$ cat src/rtl/instruction_cache_dm.sv
// Direct-mapped instruction cache: one-cycle hits, line refill from a word-wide
// backing memory, with abort and deferred-flush handling.
module instruction_cache_dm #(
    parameter int DATA_WIDTH     = 32,
    parameter int ADDRESS_WIDTH  = 32,
    parameter int WORDS_PER_LINE = 4,
    parameter int NUM_LINES      = 16
) (
    input  logic                                 clk,
    input  logic                                 rst,
    input  logic [ADDRESS_WIDTH-1:0]             PC_in,
    input  logic                                 Rd_en,
    input  logic                                 Abort,
    input  logic                                 Flush,
    output logic [WORDS_PER_LINE*DATA_WIDTH-1:0] Dout,
    output logic                                 Dout_valid,
    output logic                                 Busy,
    output logic                                 mem_req,
    output logic [ADDRESS_WIDTH-1:0]             mem_addr,
    input  logic                                 mem_ready,
    input  logic [DATA_WIDTH-1:0]                mem_data
);
    // state     | meaning
    // S_IDLE    | accepting fetches, hits answered next cycle
    // S_REFILL  | fetching line words from memory, one beat per mem_ready
    // S_RESPOND | one-cycle delivery of the refilled line

    localparam int BYTES_PER_WORD = DATA_WIDTH / 8;
    localparam int WORD_OFF       = $clog2(BYTES_PER_WORD);
    localparam int OFF            = $clog2(WORDS_PER_LINE * BYTES_PER_WORD);
    localparam int IDX_W          = $clog2(NUM_LINES);
    localparam int TAG_W          = ADDRESS_WIDTH - OFF - IDX_W;
    localparam int BEAT_W         = $clog2(WORDS_PER_LINE);
    localparam int LINE_W         = WORDS_PER_LINE * DATA_WIDTH;
    localparam logic [ADDRESS_WIDTH-1:0] OFF_MASK = ADDRESS_WIDTH'((64'd1 << OFF) - 64'd1);

    typedef enum logic [1:0] {S_IDLE, S_REFILL, S_RESPOND} state_t;

    state_t                   r_state, w_state_nxt;
    logic [BEAT_W-1:0]        r_beat, w_beat_nxt;
    logic [ADDRESS_WIDTH-1:0] r_base, w_base_nxt;
    logic                     r_abort, w_abort_nxt;
    logic                     r_flush_pend, w_flush_nxt;
    logic [NUM_LINES-1:0]     r_valid, w_valid_nxt;
    logic [LINE_W-1:0]        r_dout, w_dout_nxt;
    logic                     r_dv, w_dv_nxt;

    logic [LINE_W-1:0]        r_data [NUM_LINES];
    logic [TAG_W-1:0]         r_tag  [NUM_LINES];

    logic [ADDRESS_WIDTH-1:0] w_pc_base;
    logic [IDX_W-1:0]         w_pc_idx;
    logic [TAG_W-1:0]         w_pc_tag;
    logic [IDX_W-1:0]         w_idx;
    logic                     w_hit;
    logic                     w_last_beat;
    logic                     w_beat_acc;
    logic [LINE_W-1:0]        w_fill_line;

    assign w_pc_base   = PC_in & ~OFF_MASK;
    assign w_pc_idx    = w_pc_base[OFF +: IDX_W];
    assign w_pc_tag    = w_pc_base[ADDRESS_WIDTH-1 -: TAG_W];
    assign w_idx       = r_base[OFF +: IDX_W];
    assign w_hit       = r_valid[w_pc_idx] && (r_tag[w_pc_idx] == w_pc_tag);
    assign w_last_beat = (r_beat == BEAT_W'(WORDS_PER_LINE - 1));
    assign w_beat_acc  = (r_state == S_REFILL) && mem_ready;

    // Line as it will look once the current beat lands, so the response
    // can be registered on the same edge as the last write.
    always_comb begin
        w_fill_line = r_data[w_idx];
        w_fill_line[int'(r_beat)*DATA_WIDTH +: DATA_WIDTH] = mem_data;
    end

    always_comb begin
        w_state_nxt = r_state;
        w_beat_nxt  = r_beat;
        w_base_nxt  = r_base;
        w_abort_nxt = r_abort;
        w_flush_nxt = r_flush_pend;
        w_valid_nxt = r_valid;
        w_dout_nxt  = '0;
        w_dv_nxt    = 1'b0;
        case (r_state)
            S_IDLE: begin
                if (Flush)
                    w_valid_nxt = '0;
                if (Rd_en && !Abort) begin
                    if (w_hit && !Flush) begin
                        w_dout_nxt = r_data[w_pc_idx];
                        w_dv_nxt   = 1'b1;
                    end else begin
                        w_state_nxt = S_REFILL;
                        w_beat_nxt  = '0;
                        w_base_nxt  = w_pc_base;
                        w_abort_nxt = 1'b0;
                    end
                end
            end
            S_REFILL: begin
                if (Abort)
                    w_abort_nxt = 1'b1;
                if (Flush)
                    w_flush_nxt = 1'b1;
                if (mem_ready) begin
                    w_beat_nxt = r_beat + BEAT_W'(1);
                    if (w_last_beat) begin
                        w_state_nxt        = S_RESPOND;
                        w_valid_nxt[w_idx] = 1'b1;
                        w_dv_nxt           = !(r_abort || Abort);
                        w_dout_nxt         = w_dv_nxt ? w_fill_line : '0;
                    end
                end
            end
            S_RESPOND: begin
                w_state_nxt = S_IDLE;
                w_abort_nxt = 1'b0;
                w_flush_nxt = 1'b0;
                if (r_flush_pend || Flush)
                    w_valid_nxt = '0;
            end
            default: w_state_nxt = S_IDLE;
        endcase
    end

    always_ff @(posedge clk) begin
        if (rst) begin
            r_state      <= S_IDLE;
            r_beat       <= '0;
            r_base       <= '0;
            r_abort      <= 1'b0;
            r_flush_pend <= 1'b0;
            r_valid      <= '0;
            r_dout       <= '0;
            r_dv         <= 1'b0;
        end else begin
            r_state      <= w_state_nxt;
            r_beat       <= w_beat_nxt;
            r_base       <= w_base_nxt;
            r_abort      <= w_abort_nxt;
            r_flush_pend <= w_flush_nxt;
            r_valid      <= w_valid_nxt;
            r_dout       <= w_dout_nxt;
            r_dv         <= w_dv_nxt;
        end
    end

    // Storage arrays carry no reset; the valid bits alone qualify them.
    always_ff @(posedge clk) begin
        if (!rst && w_beat_acc) begin
            r_data[w_idx][int'(r_beat)*DATA_WIDTH +: DATA_WIDTH] <= mem_data;
            if (w_last_beat)
                r_tag[w_idx] <= r_base[ADDRESS_WIDTH-1 -: TAG_W];
        end
    end

    assign Dout       = r_dout;
    assign Dout_valid = r_dv;
    assign Busy       = (r_state != S_IDLE);
    assign mem_req    = (r_state == S_REFILL);
    assign mem_addr   = (r_state == S_REFILL)
                      ? r_base + (ADDRESS_WIDTH'(r_beat) << WORD_OFF)
                      : '0;

endmodule

$ cat config.mk
export PLATFORM = sky130hd
export DESIGN_NAME = instruction_cache_dm
export DESIGN_NICKNAME = d
export VERILOG_FILES = /design/src/rtl/instruction_cache_dm.sv
export SDC_FILE = /design/constraint.sdc
export NUM_CORES = 2
export LEC_CHECK = 0
export CAP_MARGIN = 20
export CORE_UTILIZATION = 30
export CTS_CLUSTER_DIAMETER = 40
export DETAILED_ROUTE_END_ITERATION = 12
export DONT_BUFFER_PORTS = 1
export MAX_ROUTING_LAYER = met4
export PLACE_DENSITY = 0.44
export RECOVER_POWER = 100
export SLEW_MARGIN = 20
export SYNTH_ARGS = -nofsm -noshare
export SYNTH_HDL_FRONTEND = slang
export SYNTH_SLANG_ARGS = --single-unit
$ cat constraint.sdc
create_clock -name clk -period 4.05 [get_ports clk]
set_clock_uncertainty 0.15 [all_clocks]
set_input_delay 0.81 -clock clk [delete_from_list [all_inputs] [get_ports clk]]
set_output_delay 0.81 -clock clk [all_outputs]
set_load 0.05 [all_outputs]
==> out/results.ini <==
[min_path]
hp-start = rst
hold_class = input pin to flop

[cts]
cts_root_buf = clkbuf_16
clock_latency_ns = 0.99
cts_sinks = 2615
clk_pin_slew_worst_paths_ns = 0.05
cts_buffer_depth = 4
cts_htree_levels = 5
cts_tree = done
post_cts_buffers = 0
cts_buffers = 444

[synthesis]
ys.flop_type = edfxtp_1
netlist_instances = 5321
async_flop_share_pct = 0
synth_warnings = 0
yosysSeqAreaShare_pct = 68.2
synthDistinctLibCells = 63
syn_area_um2 = 112000
synth_area_per_cell_um2 = 21.1
synth-edff-count = 2432
synth-seq-cells = 2615

[critical_path]
worstSetupStartpointType = input pin
startpoint = PC_in[5]
critPathMaxStageDelay_ns = 0.57
cp.required_ns = 4.79
path_max_fanout = 49
cp_cell_sequence = buf_16 > buf_16 > mux4_2 > o22ai_1 > o22ai_1 > xor2_1 > nor4_1 > o2111ai_2 > buf_4 > or4_1 > a31oi_1 > dlygate4sd3_1
critical_path_buf_inv_count = 4
worstPathArrival_ns = 4.69
rr_startpoint = r_state[0]
critPathCaptureType = flop
worstSetupPathType = input pin to flop
cpMaxStageDelayCell = dlygate4sd3_1
critical_path.top_delay_family = buffers and inverters

[floorplan]
die-height_um = 614
initial_core_util_pct = 30.2
io_pins = 233
coreArea_um2 = 373000
die_x_um = 614
std_cell_rows = 224
die_area_um2 = 377000

[placement]
dp_slack_ns = -0.709
dp_hpwl_mm = 193
place.port_buffers = 0
gp_congestion = 0.757

[routing]
firstDrtPassIters = 6
antenna_left = 0
first_iter_violations = 5926
drc = 0
wl_per_cell_um = 34.2
via_per_inst = 5.42
vias = 60430
routed_wl_mm = 381

[sta]
setup_viol = 0
relSlewSlack_pct = -23.4
tightestPinTransition_ns = 1.83
hold_viol = 0
hold-worst-slack_ns = 0.0637
fin_crit_ns = 3.95
period_share_pct = 97.5
grt_setup_unrepaired = false
fmax_mhz = 253
setup_tns_ns = 0
maxSlewViolCount = 354
final.setup.worst_slack_ns = 0.100

[grt]
antenna_found_initial = 40
grtUsageTotal_pct = 20.4
grt_max_degree = 579
grt_pass1_vias = 62917
grt_remaining_overflow = 0
grt_pass1_wl_mm = 524

[layout]
area_growth_pct = 21.2
fin_nets = 5742
layout-drive-gt1-share_pct = 38.2

[power_and_ir_drop]
p_total_w = 0.0723
p_leak_nw = 45.7
p_per_area_nw_per_um2 = 530
max-vdd-ir-drop_mv = 0.351

[run_status]
violations = max-capacitance violations, max-slew violations
status = finished, violations left

[flow_run]
maxCapViolations = 14

==> tightest hold or removal path: stages <==
cell and delay (ns):
nor3b_1 0.04, o21ai_0 0.08, o311ai_1 0.15
==> power by group <==
group	switching [W]	leakage [nW]	internal, W
Sequential	0.000185	27.0	0.0295
Clock	0.0141	7.53	0.0252
Combinational	0.00182	11.1	0.00142
Total	0.0161	45.7	0.0562
==> sequential cells by signal (all words and copies together), names as in the netlist, named ones only <==
name and cells:
Dout 128, Dout_valid 1, r_abort 1, r_base 28, r_beat 2, r_data 2048, r_flush_pend 1, r_state 2
r_tag 384, r_valid 16
==> final cells by class <==
class,instances,area (µm²)
diodes,109,273
flip-flops and latches,2615,76700
multi-input cells,2280,34200
well taps,4972,6220
fillers,34267,236000
clock buffers,506,11600
clock inverters,335,4160
repair buffers,315,3070
inverters,12,53.8
==> synthesized netlist by cell type (7+ instances only) <==
master | number | share of area [%]
a21o_1 | 23 | 0.15
a21oi_1 | 55 | 0.24
a31oi_1 | 16 | 0.089
a32o_1 | 85 | 0.76
a32oi_1 | 30 | 0.23
and2_1 | 159 | 0.88
buf_1 | 96 | 0.32
buf_2 | 47 | 0.21
buf_4 | 8 | 0.053
buf_6 | 9 | 0.090
clkbuf_1 | 251 | 0.84
dfxtp_1 | 183 | 3.3
edfxtp_1 | 2432 | 65
inv_1 | 10 | 0.033
mux2_2 | 81 | 0.81
mux2i_1 | 62 | 0.55
mux4_2 | 1179 | 24
nand2_1 | 174 | 0.58
nand2b_1 | 8 | 0.045
nand3_1 | 29 | 0.13
nor2_1 | 114 | 0.38
nor2b_1 | 12 | 0.067
nor3_1 | 10 | 0.045
nor3b_1 | 28 | 0.19
o21ai_0 | 47 | 0.21
o21ai_1 | 7 | 0.031
o22ai_1 | 19 | 0.11
o311ai_0 | 10 | 0.078
o311ai_1 | 19 | 0.15
o32ai_1 | 7 | 0.055
o32ai_2 | 11 | 0.16
xnor2_1 | 18 | 0.14
xor2_1 | 12 | 0.093
==> through the flow <==
step	util, %	instance area, µm²	instances
after global routing	36.6	136000	11108
after detailed placement	32.4	121000	10124
final	36.6	136000	11144
after global placement	32.4	121000	10123
after CTS	36.8	137000	11023
after floorplan	-	113000	5322
==> cells by family (layout without fill, tap and decap cells) <==
kind of cell | count (synthesis) | in the layout | share of synthesized area, %
adders and majority gates | 4 | 4 | 0.0445
xor gates and xnor gates | 30 | 30 | 0.234
buffers and inverters | 427 | 1168 | 1.57
and+or+nand+nor | 562 | 562 | 2.49
AOI/OAI and AO/OA | 360 | 360 | 2.49
muxes | 1322 | 1322 | 25.0
DFF | 2615 | 2615 | 68.2
other | 1 | 111 | 0.00333
==> worst paths after layout <==
check / endpoint / slack [ns] / cells past startpoint
worst max register to register: r_data[12][74] / 0.20 / 8
worst max-delay path: r_beat[1] / 0.10 / 12
worst min register to register: r_valid[8] / 0.33 / 2
worst min-delay path: flop / 0.06 / 3
==> routing by layer <==
layer / track usage (%) / vias up / share of wire (%)
li1: - / 24005 / -
met1: 26.6 / 33719 / 42
met2: 32.7 / 2122 / 49
met3: 4.24 / 584 / 7.1
met4: 5.10 / 0 / 2.5
met5: - / - / 0
==> what timing repair did <==
item / CTS / global route
resized for setup: 0 / 1
setup endpoints to repair: 0 / 165
endpoints found under the hold margin: 71 / 0
hold buffers: 58 / 0
==> placed cells by master, fill, tap and decap left out, types with 69 or more instances in the layout <==
cell type	instances
edfxtp_1	2432
mux4_2	1179
clkbuf_16	454
dfxtp_1	179
nand2_1	173
and2_0	148
diode_2	109
a32o_1	85
nor2_1	83
mux2_2	81
buf_4	75
clkinvlp_4	69
bufinv_16	69
No activity file was read; power rests on OpenSTA's default activity.
